<file path="src/rtl/ex_muldiv_unit_if.sv">
// Handshake and operand bus between the EX stage and the iterative RV32M unit.
interface ex_muldiv_unit_if;
   logic        start;
   logic        flush;
   logic [2:0]  op;
   logic [31:0] src1;
   logic [31:0] src2;
   logic [4:0]  rd_in;
   logic        stall_req;
   logic        done;
   logic [31:0] result;
   logic [4:0]  rd_out;

   modport master (
      output start, flush, op, src1, src2, rd_in,
      input  stall_req, done, result, rd_out
   );

   modport slave (
      input  start, flush, op, src1, src2, rd_in,
      output stall_req, done, result, rd_out
   );
endinterface

</file>
<file path="src/rtl/ex_muldiv_unit.sv">
// Iterative RV32M multiply/divide unit: 32 radix-2 iterations on magnitudes,
// one sign-fix cycle, one-cycle done pulse; divide-by-zero/overflow bypass.
module ex_muldiv_unit (
   input logic              clk,
   input logic              rst,
   ex_muldiv_unit_if.slave  bus
);
   localparam int unsigned XLEN = 32;
   localparam int unsigned CW   = 5;

   localparam logic [1:0] S_IDLE = 2'd0;
   localparam logic [1:0] S_CALC = 2'd1;
   localparam logic [1:0] S_FIX  = 2'd2;
   localparam logic [1:0] S_DONE = 2'd3;

   logic [1:0]        state_q, state_d;
   logic [CW-1:0]     cnt_q, cnt_d;
   logic [2:0]        op_q, op_d;
   logic [4:0]        rd_q, rd_d;
   logic              neg1_q, neg1_d, neg2_q, neg2_d;
   logic [XLEN-1:0]   opa_q, opa_d, opb_q, opb_d;
   logic [2*XLEN-1:0] prod_q, prod_d;
   logic [XLEN-1:0]   quot_q, quot_d, rem_q, rem_d;
   logic [XLEN-1:0]   result_q, result_d;
   logic [4:0]        rd_out_q, rd_out_d;
   logic              done_q, done_d;

   logic              s1_signed, s2_signed, s1_neg, s2_neg, is_div, div_zero, div_ovf;
   logic [XLEN-1:0]   abs1, abs2;
   logic [XLEN:0]     msum, dshift, dtrial;
   logic [2*XLEN-1:0] prod_fix;
   logic [XLEN-1:0]   quot_fix, rem_fix, bypass_quot, bypass_rem;

   // Operand decode for the op presented in IDLE
   always_comb begin
      s1_signed   = (bus.op == 3'd1) || (bus.op == 3'd2) || (bus.op == 3'd4) || (bus.op == 3'd6);
      s2_signed   = (bus.op == 3'd1) || (bus.op == 3'd4) || (bus.op == 3'd6);
      s1_neg      = s1_signed & bus.src1[XLEN-1];
      s2_neg      = s2_signed & bus.src2[XLEN-1];
      abs1        = s1_neg ? (~bus.src1 + 32'd1) : bus.src1;
      abs2        = s2_neg ? (~bus.src2 + 32'd1) : bus.src2;
      is_div      = bus.op[2];
      div_zero    = is_div && (bus.src2 == 32'd0);
      div_ovf     = ((bus.op == 3'd4) || (bus.op == 3'd6)) &&
                    (bus.src1 == 32'h8000_0000) && (bus.src2 == 32'hFFFF_FFFF);
      bypass_quot = div_zero ? 32'hFFFF_FFFF : 32'h8000_0000;
      bypass_rem  = div_zero ? bus.src1 : 32'd0;
   end

   // One shift-add / restoring shift-subtract step, plus final sign correction
   always_comb begin
      msum     = {1'b0, prod_q[2*XLEN-1:XLEN]} + (prod_q[0] ? {1'b0, opa_q} : 33'd0);
      dshift   = {rem_q, quot_q[XLEN-1]};
      dtrial   = dshift - {1'b0, opb_q};
      prod_fix = (neg1_q ^ neg2_q) ? (~prod_q + 64'd1) : prod_q;
      quot_fix = (neg1_q ^ neg2_q) ? (~quot_q + 32'd1) : quot_q;
      rem_fix  = neg1_q ? (~rem_q + 32'd1) : rem_q;
   end

   // Next-state and datapath control
   always_comb begin
      state_d  = state_q;
      cnt_d    = cnt_q;
      op_d     = op_q;
      rd_d     = rd_q;
      neg1_d   = neg1_q;
      neg2_d   = neg2_q;
      opa_d    = opa_q;
      opb_d    = opb_q;
      prod_d   = prod_q;
      quot_d   = quot_q;
      rem_d    = rem_q;
      result_d = result_q;
      rd_out_d = rd_out_q;
      done_d   = 1'b0;

      case (state_q)
         S_IDLE: begin
            if (bus.start) begin
               op_d   = bus.op;
               rd_d   = bus.rd_in;
               neg1_d = s1_neg;
               neg2_d = s2_neg;
               opa_d  = abs1;
               opb_d  = abs2;
               cnt_d  = '0;
               if (div_zero || div_ovf) begin
                  quot_d   = bypass_quot;
                  rem_d    = bypass_rem;
                  result_d = bus.op[1] ? bypass_rem : bypass_quot;
                  rd_out_d = bus.rd_in;
                  done_d   = 1'b1;
                  state_d  = S_DONE;
               end else begin
                  prod_d  = {32'd0, abs2};
                  quot_d  = abs1;
                  rem_d   = '0;
                  state_d = S_CALC;
               end
            end
         end
         S_CALC: begin
            if (op_q[2]) begin
               if (!dtrial[XLEN]) begin
                  rem_d  = dtrial[XLEN-1:0];
                  quot_d = {quot_q[XLEN-2:0], 1'b1};
               end else begin
                  rem_d  = dshift[XLEN-1:0];
                  quot_d = {quot_q[XLEN-2:0], 1'b0};
               end
            end else begin
               prod_d = {msum, prod_q[XLEN-1:1]};
            end
            cnt_d = CW'(cnt_q + 5'd1);
            if (cnt_q == 5'd31) state_d = S_FIX;
         end
         S_FIX: begin
            prod_d   = prod_fix;
            quot_d   = quot_fix;
            rem_d    = rem_fix;
            case (op_q)
               3'd0:          result_d = prod_fix[XLEN-1:0];
               3'd1, 3'd2,
               3'd3:          result_d = prod_fix[2*XLEN-1:XLEN];
               3'd4, 3'd5:    result_d = quot_fix;
               default:       result_d = rem_fix;
            endcase
            rd_out_d = rd_q;
            done_d   = 1'b1;
            state_d  = S_DONE;
         end
         default: state_d = S_IDLE;
      endcase

      // A killed op must not publish anything
      if (bus.flush) begin
         state_d  = S_IDLE;
         cnt_d    = '0;
         done_d   = 1'b0;
         result_d = result_q;
         rd_out_d = rd_out_q;
      end
   end

   always_ff @(posedge clk or posedge rst) begin
      if (rst) begin
         state_q  <= S_IDLE;
         cnt_q    <= '0;
         op_q     <= '0;
         rd_q     <= '0;
         neg1_q   <= 1'b0;
         neg2_q   <= 1'b0;
         opa_q    <= '0;
         opb_q    <= '0;
         prod_q   <= '0;
         quot_q   <= '0;
         rem_q    <= '0;
         result_q <= '0;
         rd_out_q <= '0;
         done_q   <= 1'b0;
      end else begin
         state_q  <= state_d;
         cnt_q    <= cnt_d;
         op_q     <= op_d;
         rd_q     <= rd_d;
         neg1_q   <= neg1_d;
         neg2_q   <= neg2_d;
         opa_q    <= opa_d;
         opb_q    <= opb_d;
         prod_q   <= prod_d;
         quot_q   <= quot_d;
         rem_q    <= rem_d;
         result_q <= result_d;
         rd_out_q <= rd_out_d;
         done_q   <= done_d;
      end
   end

   assign bus.stall_req = ~rst & (((state_q == S_IDLE) & bus.start) |
                                  (state_q == S_CALC) | (state_q == S_FIX));
   assign bus.done      = done_q;
   assign bus.result    = result_q;
   assign bus.rd_out    = rd_out_q;
endmodule

</file>
<file path="src/flat_wrapper.sv">
// flat-port wrapper written by rule: the top's interface ports become plain ports
module ex_muldiv_unit_flat 
  (clk, rst, bus_start, bus_flush, bus_op, bus_src1, bus_src2, bus_rd_in, bus_stall_req, bus_done, bus_result, bus_rd_out);
  ex_muldiv_unit_if bus_i ();
  input logic clk;
  input logic rst;
  input wire logic [$bits(bus_i.start)-1:0] bus_start;
  input wire logic [$bits(bus_i.flush)-1:0] bus_flush;
  input wire logic [$bits(bus_i.op)-1:0] bus_op;
  input wire logic [$bits(bus_i.src1)-1:0] bus_src1;
  input wire logic [$bits(bus_i.src2)-1:0] bus_src2;
  input wire logic [$bits(bus_i.rd_in)-1:0] bus_rd_in;
  output wire logic [$bits(bus_i.stall_req)-1:0] bus_stall_req;
  output wire logic [$bits(bus_i.done)-1:0] bus_done;
  output wire logic [$bits(bus_i.result)-1:0] bus_result;
  output wire logic [$bits(bus_i.rd_out)-1:0] bus_rd_out;
  assign bus_i.start = bus_start;
  assign bus_i.flush = bus_flush;
  assign bus_i.op = bus_op;
  assign bus_i.src1 = bus_src1;
  assign bus_i.src2 = bus_src2;
  assign bus_i.rd_in = bus_rd_in;
  assign bus_stall_req = bus_i.stall_req;
  assign bus_done = bus_i.done;
  assign bus_result = bus_i.result;
  assign bus_rd_out = bus_i.rd_out;
  ex_muldiv_unit u_core (.clk(clk), .rst(rst), .bus(bus_i));
endmodule
</file>
<file path="config.mk">
export PLATFORM = sky130hd
export DESIGN_NAME = ex_muldiv_unit_flat
export DESIGN_NICKNAME = d
export VERILOG_FILES = /design/src/rtl/ex_muldiv_unit_if.sv /design/src/rtl/ex_muldiv_unit.sv /design/src/flat_wrapper.sv
export SDC_FILE = /design/constraint.sdc
export NUM_CORES = 1
export LEC_CHECK = 0
export BUFFER_PORTS_ARGS = -buffer_cell sky130_fd_sc_hd__buf_2
export CELL_PAD_IN_SITES_DETAIL_PLACEMENT = 1
export CELL_PAD_IN_SITES_GLOBAL_PLACEMENT = 1
export CORE_ASPECT_RATIO = 0.5
export CORE_MARGIN = 4
export CORE_UTILIZATION = 40
export DETAILED_ROUTE_END_ITERATION = 8
export PLACE_DENSITY = 0.67
export SLEW_MARGIN = 25
export SYNTH_ARGS = -nofsm -noshare
export SYNTH_HDL_FRONTEND = slang
export SYNTH_SLANG_ARGS = --single-unit
</file>
<file path="constraint.sdc">
create_clock -name clk -period 10.2 [get_ports clk]
set_clock_uncertainty 0.1 [all_clocks]
set_input_delay 2.55 -clock clk [delete_from_list [all_inputs] [get_ports clk]]
set_output_delay 2.55 -clock clk [all_outputs]
set_load 0.005 [all_outputs]
</file>
==> results.yml <==
global_route:
  grt_pass1_vias: 20800
  grt_util_all_layers: 0.333
  grt_first_pass_wirelength_mm: 140
  grt-ovfl-total: 0
  grt_max_degree: 147
  grt_antenna_before_repair: 10
critical_path:
  crit_fanout: 38
  r2r_slack_ns: 5.71
  worstPathCellList: "buf_2 > inv_1 > ha_1 > nor3b_1 > nand3_1 > or4_1 > nor3_4 > buf_4 > nor2_1 > nand2_1 > a221o_2 > buf_4 > nor2_1 > a22oi_1 > o21ai_0"
  cp_num_cells: 15
  critical-path-top-delay-family: "simple AND/OR/NAND/NOR gates"
  crit_path_start: "bus_src1[0]"
  regToRegStartpoint: "u_core.prod_q[2]"
  cp_data_arrival_time_ns: 6.59
  critPathRequiredTime_ns: 10.56
  critical_path.max_stage_delay_ns: 0.67
  path_class: "primary input to flip-flop"
  r2r-end: "u_core.bus.result[20]"
  crit_path_end: "u_core.prod_q[52]"
  start_kind: "primary input"
  r2r_cells: 11
  worst_path_max_delay_cell: "or4_1"
  critPathBufInv: 4
  critPathCaptureType: "flip-flop"
routing:
  drt_iter0_markers: 2254
  vias_per_cell: 6.34
  drc: 0
  vias: 21600
  antenna_left: 0
  drtPass1Iterations: 5
  wl_per_cell_um: 28.0
  wirelength_mm: 95.4
sta:
  finalHoldViolations: 0
  fmax_mhz: 161
  min_period_ns: 6.22
  rsz0062_at_grt: "no"
  setup_tns_ns: 0
  slew_violations: 0
  setup_viol: 0
  tightest_slew_ns: 1.10
  timing.slew.headroom: 0.263
  post-route-period-util: 0.610
placement:
  dp.cells: 3353
  hpwl_mm: 71.6
  portBuffers: 114
  globalplace.congestion: 0.945
final_layout:
  area_growth_pct: 10.4
  final_cells: 3408
  layout-drive-gt1-share: 0.100
  layout.nets: 2849
die:
  design.core.area_um2: 50800
  pin_count: 115
  initial_utilization: 0.410
  die_h_um: 169
  die_area_um2: 55900
  die_w_um: 331
  rows: 58
yosys:
  synth_area_leader_cell: "dfrtp_1"
  yosysUniqueCellTypes: 81
  yosys_warnings: 0
  synthTopCellsByArea: "dfrtp_1, o21ai_0, nand2_1"
  ys.flop_type: "dfrtp_1"
  syn-cell-area_um2: 20800
  syn_inst: 2696
  ys_ff_latch: 247
  synth_edf_count: 0
  syn_avg_cell_area_um2: 7.72
  ys_seq_area_frac: 0.297
  synth_top_area_share: 0.297
  async_reset_ff_frac: 1.00
  syn-num-nets: 2850
min_path:
  hold_path_class: "flip-flop to flip-flop"
cts:
  cts_max_path_buffers: 3
  clock-sinks: 247
  cts_hold_buffers: 0
  cts.htree.levels: 1
  cts-root-buf: "clkbuf_16"
  cts_buffers: 28
  path_clk_slew_ns: 0.07
  clk_latency_ns: 0.60
  post-cts-setup-buffer-count: 0
  tritoncts: "built"
  postCtsResizedCells: 0
power:
  swShare: 0.553
  pwr-share-comb: 0.679
  peakVddDrop_mv: 0.185
  leakagePower_uw: 0.00970
  powerDensity_nw_per_um2: 429
  p_seq_frac: 0.202
  switchingPower_uw: 5450
  p_clk_frac: 0.119
  p_int_uw: 4400
job:
  maxCapViolCount: 0
run_status:
  status: "completed"
cell families (layout without fill, tap and decap cells):
kind of cell,count (synthesis),in the layout,synth area share
buffers and inverters,270,290,0.0494
AND/OR/NAND/NOR,922,922,0.205
AO/OA/AOI/OAI,896,896,0.276
flip-flops,247,247,0.297
multiplexers,55,55,0.0283
XOR/XNOR,228,228,0.0960
other,0,2,0
adder cells (fa/ha/maj),78,78,0.0476
area by class of cell:
type	count	area, um^2
Timing Repair Buffer	150	877
Clock inverter	13	199
Sequential cell	247	6180
Inverter	89	342
Fill cell	6312	27800
Multi-Input combinational cell	2179	13700
Antenna cell	2	5.00
Clock buffer	38	810
Tap cell	690	863
cell usage after synthesis, types with 54 or more instances:
cell / count
nand2_1: 347
o21ai_0: 281
inv_1: 86
xnor2_1: 135
a21o_1: 54
dfrtp_1: 247
nor2_1: 238
clkbuf_1: 158
nor3_1: 72
a21oi_1: 195
ha_1: 76
xor2_1: 93
worst min-delay path, delay by kind of cell (launching register included):
| family | cells | cell delay, ns |
|---|---|---|
| flops | 1 | 0.34 |
| compound gates | 1 | 0.06 |
| simple gates | 1 | 0.04 |
sequential cells by signal (all words and copies together) (netlist names):
name,flops
u_core.bus.done,1
u_core.bus.rd_out,5
u_core.bus.result,32
u_core.cnt_q,5
u_core.neg1_q,1
u_core.neg2_q,1
u_core.op_q,3
u_core.opa_q,32
u_core.opb_q,32
u_core.prod_q,64
u_core.quot_q,32
u_core.rd_q,5
u_core.rem_q,32
u_core.state_q,2
worst min path at each step:
stage                         startpoint                   end  slack (ns)  cells past startpoint
finish                  u_core.opa_q[13]      u_core.opa_q[13]        0.38                      2
detailed placement  u_core.bus.result[8]  u_core.bus.result[8]        0.37                      2
CTS                 u_core.bus.result[8]  u_core.bus.result[8]        0.38                      2
floorplan               u_core.opa_q[31]      u_core.opa_q[31]        0.34                      2
global placement        u_core.opa_q[31]      u_core.opa_q[31]        0.36                      2
global route             u_core.opb_q[8]       u_core.opb_q[8]        0.40                      2
cell usage in the layout, fill, tap and decap left out, types with 51 or more instances in the layout:
cell type / instances
o21ai_0: 281
a221oi_1: 51
xor2_1: 92
buf_2: 114
nor2_1: 238
a21o_1: 53
a21oi_1: 195
xnor2_1: 134
dfrtp_1: 247
ha_1: 73
nor3_1: 71
nand2_1: 346
inv_1: 84
per-layer routing:
layer | GRT usage | wire, um
met1 | 0.482 | 43400
met2 | 0.468 | 38400
met3 | 0.127 | 11200
met4 | 0.0704 | 2200
met5 | 0.0117 | 185
per-stage QoR:
stage	util	total power [uW]	area [um^2]	hold slack, ns	setup WS, ns
final	0.452	9850	23000	0.376	3.98
after global routing	0.452	10500	23000	0.398	3.74
after CTS	0.451	9640	22900	0.380	4.06
after detailed placement	0.431	8430	21900	0.365	3.45
after global placement	0.431	8320	21900	0.356	3.52
after floorplan	-	6140	20800	0.338	0.763
power by group through the flow:
stage               combinational [uW]  clock (uW)  sequential (uW)
detailed placement                6450           0             1980
finish                            6690        1170             1990
global placement                  6360           0             1970
global route                      7190        1230             2040
CTS                               6490        1180             1970
floorplan                         4370           0             1770
(Power assumes the default switching activity.)
